## src/rtl/imm_gen_sequencer.sv

```systemverilog
// Feeds the registered immediate generator from raw RV32I instructions and holds
// the result behind a valid/ready handshake. Optional: IMM_SEQ_SELFCHECK_EN.
module imm_gen_sequencer (
  input  logic        clk,
  input  logic        rst_n,
  input  logic        instr_valid,
  output logic        instr_ready,
  input  logic [31:0] instr,
  output logic [6:0]  gen_opcode,
  output logic [19:0] gen_inx20,
  output logic [11:0] gen_inx12,
  output logic        gen_enx20,
  output logic        gen_enx12,
  output logic        gen_shamt,
  input  logic [31:0] gen_out,
  output logic        imm_valid,
  input  logic        imm_ready,
  output logic [31:0] imm,
  output logic [2:0]  imm_fmt,
  output logic        chk_err
);

  typedef enum logic [1:0] {IDLE, ISSUE, CAPTURE, HOLD} state_t;
  typedef enum logic [2:0] {
    FMT_NONE = 3'd0, FMT_I = 3'd1, FMT_SHAMT = 3'd2, FMT_S = 3'd3,
    FMT_B = 3'd4, FMT_U = 3'd5, FMT_J = 3'd6
  } fmt_t;

  localparam logic [6:0] OP_LUI    = 7'b0110111;
  localparam logic [6:0] OP_AUIPC  = 7'b0010111;
  localparam logic [6:0] OP_JAL    = 7'b1101111;
  localparam logic [6:0] OP_JALR   = 7'b1100111;
  localparam logic [6:0] OP_BRANCH = 7'b1100011;
  localparam logic [6:0] OP_LOAD   = 7'b0000011;
  localparam logic [6:0] OP_STORE  = 7'b0100011;
  localparam logic [6:0] OP_IMM    = 7'b0010011;

  state_t      state;
  fmt_t        fmt_q;
  fmt_t        in_fmt;
  logic [19:0] nx_inx20;
  logic [11:0] nx_inx12;
  logic        accept;

  // Reset gating keeps the fetch side stalled while rst_n is held low.
  assign instr_ready = rst_n & ((state == IDLE) | ((state == HOLD) & imm_ready));
  assign accept      = instr_valid & instr_ready;

  always_comb begin
    in_fmt = FMT_NONE;
    case (instr[6:0])
      OP_LUI, OP_AUIPC:  in_fmt = FMT_U;
      OP_JAL:            in_fmt = FMT_J;
      OP_IMM:            in_fmt = (instr[14:12] == 3'b001 || instr[14:12] == 3'b101)
                                  ? FMT_SHAMT : FMT_I;
      OP_LOAD, OP_JALR:  in_fmt = FMT_I;
      OP_STORE:          in_fmt = FMT_S;
      OP_BRANCH:         in_fmt = FMT_B;
      default:           in_fmt = FMT_NONE;
    endcase
  end

  always_comb begin
    nx_inx20 = '0;
    nx_inx12 = '0;
    case (in_fmt)
      FMT_U, FMT_J:     nx_inx20 = instr[31:12];
      FMT_I, FMT_SHAMT: nx_inx12 = instr[31:20];
      FMT_S, FMT_B:     nx_inx12 = {instr[31:25], instr[11:7]};
      default:          ;
    endcase
  end

  always_ff @(posedge clk) begin
    if (!rst_n) begin
      state      <= IDLE;
      fmt_q      <= FMT_NONE;
      gen_opcode <= '0;
      gen_inx20  <= '0;
      gen_inx12  <= '0;
      gen_enx20  <= 1'b0;
      gen_enx12  <= 1'b0;
      gen_shamt  <= 1'b0;
      imm_valid  <= 1'b0;
      imm        <= '0;
      imm_fmt    <= '0;
    end else begin
      unique case (state)
        // IDLE and HOLD share the accept path so a release and a new accept
        // can land on the same edge.
        IDLE, HOLD: begin
          if (accept) begin
            gen_opcode <= instr[6:0];
            gen_inx20  <= nx_inx20;
            gen_inx12  <= nx_inx12;
            fmt_q      <= in_fmt;
            if (in_fmt == FMT_NONE) begin
              state     <= HOLD;
              imm       <= '0;
              imm_fmt   <= '0;
              imm_valid <= 1'b1;
            end else begin
              state     <= ISSUE;
              gen_enx20 <= (in_fmt == FMT_U) || (in_fmt == FMT_J);
              gen_enx12 <= (in_fmt == FMT_I) || (in_fmt == FMT_S) || (in_fmt == FMT_B);
              gen_shamt <= (in_fmt == FMT_SHAMT);
              imm_valid <= 1'b0;
            end
          end else if (state == HOLD && imm_ready) begin
            state      <= IDLE;
            imm_valid  <= 1'b0;
            gen_opcode <= '0;
            gen_inx20  <= '0;
            gen_inx12  <= '0;
          end
        end
        ISSUE: begin
          gen_enx20 <= 1'b0;
          gen_enx12 <= 1'b0;
          gen_shamt <= 1'b0;
          state     <= CAPTURE;
        end
        CAPTURE: begin
          imm       <= gen_out;
          imm_fmt   <= fmt_q;
          imm_valid <= 1'b1;
          state     <= HOLD;
        end
      endcase
    end
  end

`ifdef IMM_SEQ_SELFCHECK_EN
  logic [31:0] ref_imm;

  // Rebuilds the architectural immediate from the held generator fields.
  always_comb begin
    ref_imm = '0;
    case (fmt_q)
      FMT_I, FMT_S: ref_imm = {{20{gen_inx12[11]}}, gen_inx12};
      FMT_SHAMT:    ref_imm = {27'd0, gen_inx12[4:0]};
      FMT_B:        ref_imm = {{19{gen_inx12[11]}}, gen_inx12[11], gen_inx12[0],
                               gen_inx12[10:5], gen_inx12[4:1], 1'b0};
      FMT_U:        ref_imm = {gen_inx20, 12'd0};
      FMT_J:        ref_imm = {{11{gen_inx20[19]}}, gen_inx20[19], gen_inx20[7:0],
                               gen_inx20[8], gen_inx20[18:9], 1'b0};
      default:      ref_imm = '0;
    endcase
  end

  always_ff @(posedge clk) begin
    if (!rst_n)
      chk_err <= 1'b0;
    else if (state == CAPTURE && gen_out != ref_imm)
      chk_err <= 1'b1;
  end
`else
  assign chk_err = 1'b0;
`endif

endmodule

```

## config.mk

```make
export PLATFORM = sky130hd
export DESIGN_NAME = imm_gen_sequencer
export DESIGN_NICKNAME = d
export VERILOG_FILES = /design/src/rtl/imm_gen_sequencer.sv
export SDC_FILE = /design/constraint.sdc
export NUM_CORES = 1
export LEC_CHECK = 0
export CORE_UTILIZATION = 45
export DETAILED_ROUTE_END_ITERATION = 6
export HOLD_SLACK_MARGIN = 0.03
export PLACE_DENSITY = 0.9
export SKIP_LAST_GASP = 1
export SLEW_MARGIN = 15
export SYNTH_ARGS = -nofsm -noshare
export SYNTH_HDL_FRONTEND = slang
export SYNTH_SLANG_ARGS = --single-unit
export TNS_END_PERCENT = 1
```

## constraint.sdc

```tcl
create_clock -name clk -period 5.5 [get_ports clk]
set_input_delay 0.55 -clock clk [delete_from_list [all_inputs] [get_ports clk]]
set_output_delay 0.55 -clock clk [all_outputs]
set_load 0.03 [all_outputs]
```

Word level (Yosys, flattened, before mapping)
Index checks and enable logic that the tools add are counted.

Flip-flop bits (word level): 83.

Equality and inequality tests: 23. Bitwise logic cells: 4. Multiplexer cells: 33. Reduce and logical (&&, ||, !) cells: 21.

Operator list (number): 32-bit 2-to-1 mux (2); 32-bit one-hot mux with 2 select lines (1); 20-bit 2-to-1 mux (3); 12-bit 2-to-1 mux (2); 12-bit one-hot mux with 2 select lines (1); 7-bit == test, second input constant (3); 3-bit one-hot mux with 6 select lines (1); 7-bit by 5-bit == test with 1-bit output, second input constant (2); 7-bit by 6-bit == test with 1-bit output, second input constant (2); 7-bit 2-to-1 mux (2); 3-bit == test, second input constant (4); 2-bit OR reduction (6); 1-bit 2-to-1 mux (9); 2-bit 2-to-1 mux (4); 1-bit one-hot mux with 2 select lines (4); 7-bit by 2-bit == test with 1-bit output, second input constant (1); 3-bit by 1-bit == test with 1-bit output, second input constant (2); 3-bit by 2-bit == test with 1-bit output, second input constant (2); 3-bit 2-to-1 mux (2); 2-bit != test, second input constant (3); 2-bit one-hot mux with 3 select lines (1); 3-bit one-hot mux with 2 select lines (1); 2-bit AND reduction (3); 3-bit AND reduction (2); 10 further kinds (18).

Depth between registers and ports, before layout
Depth in word-level cells: 10. Mapped depth: 8. Mapped depth without buffers: 7.

Worst setup path before layout
No wires, ideal clock.

Kind: input to register. Start: input instr[3]. End: register imm[10]. Cell stages on the path: 6. Arrival: 1.800 ns. Path slack: 3.584 ns. Library setup time: 0.117 ns. Path buffers: 2. Path through: buf_2 > a2111oi_4 > o21bai_4 > o2bb2ai_2 > buf_6 > a22o_1.

Longest elaborated chain between the ends: 6. Elaborated cells on any way between the ends: 14. Those cells by class: eq/ne: 9; mux: 1; reduce/logical: 4.

RTL lines: start: declaration (RTL line 8) `input logic [31:0] instr,`; 7-bit by 2-bit == test with 1-bit output, or another cell as far along (RTL line 51) `case (instr[6:0])`; 2-bit OR reduction (RTL line 51); 3-bit one-hot mux with 6 select lines (*) (RTL line 51); 3-bit logical NOT (*) (RTL line 97) `if (in_fmt == FMT_NONE) begin`; 2-bit != test (no source line) (*); 3-bit AND reduction (no source line) (*); end signal: assignment (RTL line 124) `imm <= gen_out;`; end: declaration (RTL line 18) `output logic [31:0] imm,`.

Every way passes the cells marked *; elsewhere a longest branch is shown, timed or not. A chain may end at the register's enable or synchronous reset.

Final worst setup path
Start: input rst_n. End: output instr_ready.

Longest elaborated chain between the ends: 1.

RTL lines: start: declaration (RTL line 5) `input logic rst_n,`; 1-bit AND (RTL line 46) `assign instr_ready = rst_n & ((state == IDLE) | ((state == HOLD) & imm_ready));`; end: declaration (RTL line 7) `output logic instr_ready,`.

No other way between the ends.

==> results summary <==
The flow ran to the end, and the final reports show no timing, DRC or antenna violations. In the final timing run, aggregate negative setup slack is 0 ns. The part of the Yosys area used for sequential elements is 0.504. The weighted congestion at the end of routability-driven global placement is 0.845. The proportion of netlist area held by the largest area contributor is 0.504. The global-route wire length before repair is 13.8 mm.

The floorplan step set the die height to 87.6 microns. The number of buffers added on ports came out at 146. The count of final max-slew check failures was 0.

The total vias in the final route came out at 2960. The net count of the mapped netlist came out at 378. The number of sinks on the clock net came out at 83. In this run, the number of DRC markers left after iteration 0 of detailed routing was 138. The library cells used most frequently in the layout, excluding fill and tap cells, are 146 x sky130_fd_sc_hd__clkdlybuf4s50_1, 83 x sky130_fd_sc_hd__dfxtp_1, 39 x sky130_fd_sc_hd__nor2b_1. The number of antenna violations at the first check in global routing came to 0. The CTS tree is built.

The quantity of hold-fixing buffers added after cts came out at 0. The starting density of the core is 0.475. The compound-cell area share of the yosys netlist came out at 0.269. The number of primary I/O pins came out at 148. Of the total synthesized cell area, the portion taken by AND, OR, NAND and NOR gates is 0.153. The number of buffers between clock root and the deepest sink came out at 2. The class of the tightest hold or removal check is reg2reg. The number of buffers added by the clock tree synthesis step came out at 9. The adder-cell area share of the yosys netlist came out at 0.0152. The combinational family with the most area after synthesis is compound AO/OA/AOI/OAI gates.

The clock slew seen by the registers of the worst setup and hold paths came out at 0.08 ns. The setup path with the least slack is of type in2out. Traced cell by cell, the critical path runs through clkdlybuf4s50_1 > buf_4 > and2_1 > clkdlybuf4s50_1. The layout cell share with drive strength beyond 1 came out at 0.0649.

The number of gates resized after CTS was 0. The count of unique library cells instantiated by Yosys is 47. During synthesis, Yosys emitted a total of 0 warnings. The least setup slack across all paths after layout came out at 2.71 ns. The wire-length estimate of the detail-placed layout is 6.19 mm. The routed wire length came out at 8.87 mm. The final setup skew is 0.0101 ns.

After synthesis, the share of cell area in mux cells is 0. The number of diodes added for antenna fixing is 0. The pin count of the biggest net entering global routing is 55.

The worst path needs 2.79 ns of the cycle, external delays included. The setup fix buffers added after clock tree synthesis is 0. The cell sitting at the root of the clock tree is a sky130_fd_sc_hd__clkbuf_8. For this design the static power due to leakage is 1.78 nW. The relative max-transition margin came out at 0.401. For the worst setup path, the data arrival time is 2.24 ns. Broken down by cell family, the worst path's largest delay share belongs to buffers and inverters. The clock latency at the later pin of the worst-skew pair came out at 0.34 ns. The ratio of routed vias to standard cells came out at 5.45. In the post-synthesis netlist, the biggest area contributors are sky130_fd_sc_hd__dfxtp_1 50%, sky130_fd_sc_hd__a22o_1 9.3%, sky130_fd_sc_hd__a22oi_1 8.0%. The total DRC errors in the routed layout is 0. The via count of the first global-routing pass came to 2801. The biggest area contributor in the post-synthesis netlist is sky130_fd_sc_hd__dfxtp_1. STA classifies the critical path endpoint as an output port. The area of the core region came out at 6940 sq um.

The standard-cell row count came out at 30. The library cell used most frequently in the layout, excluding fill and tap cells, is sky130_fd_sc_hd__clkdlybuf4s50_1. The residual overflow from global routing came out at 0.

The final antenna-violating net count came out at 0. The global router's overall resource usage is 0.232. The synthesized netlist occupies a cell area of 3300 sq um.

The final total power came out at 1.82 mW. The number of setup violations in the final report came out at 0. For this design the ratio of total power to cell area is 365 nW/um^2. On the worst path, the slowest cell contributes a delay of 0.67 ns. Of the total synthesized cell area, the portion taken by XOR and XNOR cells is 0.00266. The transition at the pin with the smallest max-transition slack is 0.897 ns. The instance count of the mapped netlist is 306. The area of the die is 7670 sq um.

The first detailed-routing pass ran for 4 iterations. The final worst-path cycle share is 0.506. The number of hold violations in the final report is 0. A synthesized cell averages 10.8 sq um. The required time of the critical path came out at 4.95 ns.

The number of maximum-capacitance violations came out at 0. For this run, the top clock speed supported by timing is 0.359 GHz. Dividing the detail-routed wire length by the instance count gives 16.3 microns.

For this design, the slowest cell found on the critical path is sky130_fd_sc_hd__clkdlybuf4s50_1. The filler cells instantiated in the layout total 473. Counting stages on the worst path, the most repeated cell is sky130_fd_sc_hd__clkdlybuf4s50_1. The worst setup path is launched from an input pin.

The peak supply drop came out at 178 uV. The register bit count reported by yosys came out at 83. The layout overhead on the synthesized area came out at 51.2%. The width of the chip came out at 87.6 microns.

The critical path contains buffers and inverters numbering 3 combined. The number of nets in the final layout came out at 514. Setup repair after global routing left no endpoint under its margin. The worst-path maximum fanout came out at 54. The end-of-flow core utilization is 0.718.

The H-tree was split into 3 levels. Before CTS, the worst setup slack after placement is 2.40 ns.
-- logic make-up after synthesis --
logic type,Yosys count
AOI/OAI and AO/OA,102
xor gates and xnor gates,1
adders and majority gates,4
buffers and inverters,30
DFF,83
other,1
and+or+nand+nor,85
-- synthesized netlist by cell type, drive strengths merged --
cell     number
a2111oi       2
a21boi        2
a21o          1
a21oi         5
a221o         5
a22o         35
a22oi        35
a31oi         2
a32o          1
a32oi         1
and2          1
and3          7
and3b         2
and4b         1
buf          15
clkbuf       10
conb          1
dfxtp        83
ha            4
inv           5
nand2        11
nand3         6
nand3b        1
nand4         1
nor2          7
nor2b        41
nor3          3
nor3b         2
nor4b         1
o2111ai       2
o211ai        1
o21ai         3
o21bai        1
o2bb2ai       3
o311a         1
o31a          1
o31ai         1
or4           1
xnor2         1
-- cell type report --
type / instances / area (sq um) / share of cell area
repair buffers: 150 / 1490 / 0.299
multi-input cells: 193 / 1450 / 0.291
well taps: 96 / 120 / 0.0241
clock inverters: 5 / 100 / 0.0201
inverters: 5 / 18.8 / 0.00376
flip-flops and latches: 83 / 1660 / 0.333
clock buffers: 11 / 141 / 0.0284
-- layer usage --
| layer | wire [microns] | share of wire | vias to the layer above | GRT usage |
|---|---|---|---|---|
| li1 | - | - | 1402 | - |
| met1 | 3860 | 0.43 | 1420 | 0.300 |
| met2 | 4140 | 0.47 | 136 | 0.362 |
| met3 | 848 | 0.096 | 2 | 0.0735 |
| met4 | 30 | 0.0034 | 0 | 0.0909 |
| met5 | 0 | 0 | - | 0 |
-- sequential cells by signal (all words and copies together), names as in the netlist, 2 cells and up --
name and cells:
fmt_q 3, gen_inx12 12, gen_inx20 20, gen_opcode 7, imm 32, imm_fmt 3
state 2
-- metrics by stage --
| step | hold slack [ns] | area (sq um) | cells |
|---|---|---|---|
| after floorplan | 0.444 | 3300 | 306 |
| after CTS | 0.478 | 4990 | 543 |
| after detailed placement | 0.453 | 4740 | 527 |
| final | 0.474 | 4990 | 543 |
| after global placement | 0.455 | 4740 | 527 |
| after global routing | 0.490 | 4990 | 543 |
-- power by group --
part           switching (mW)  leakage (nW)  internal (mW)  total [mW]
combinational           0.336         0.988          0.253       0.589
clock                   0.206         0.123          0.313       0.518
sequential             0.0413         0.672          0.673       0.714
total                   0.583          1.78           1.24        1.82
-- final timing paths --
check,from,slack (ns),cells past startpoint,to
max,rst_n,2.71,4,instr_ready
min,imm[12]$_SDFFE_PN0P_,0.47,1,imm[12]$_SDFFE_PN0P_
max reg2reg,state[0]$_SDFFE_PN0P_,3.20,7,imm[2]$_SDFFE_PN0P_
min reg2reg,imm[12]$_SDFFE_PN0P_,0.47,1,imm[12]$_SDFFE_PN0P_
Power figures use the tool's default switching activity.
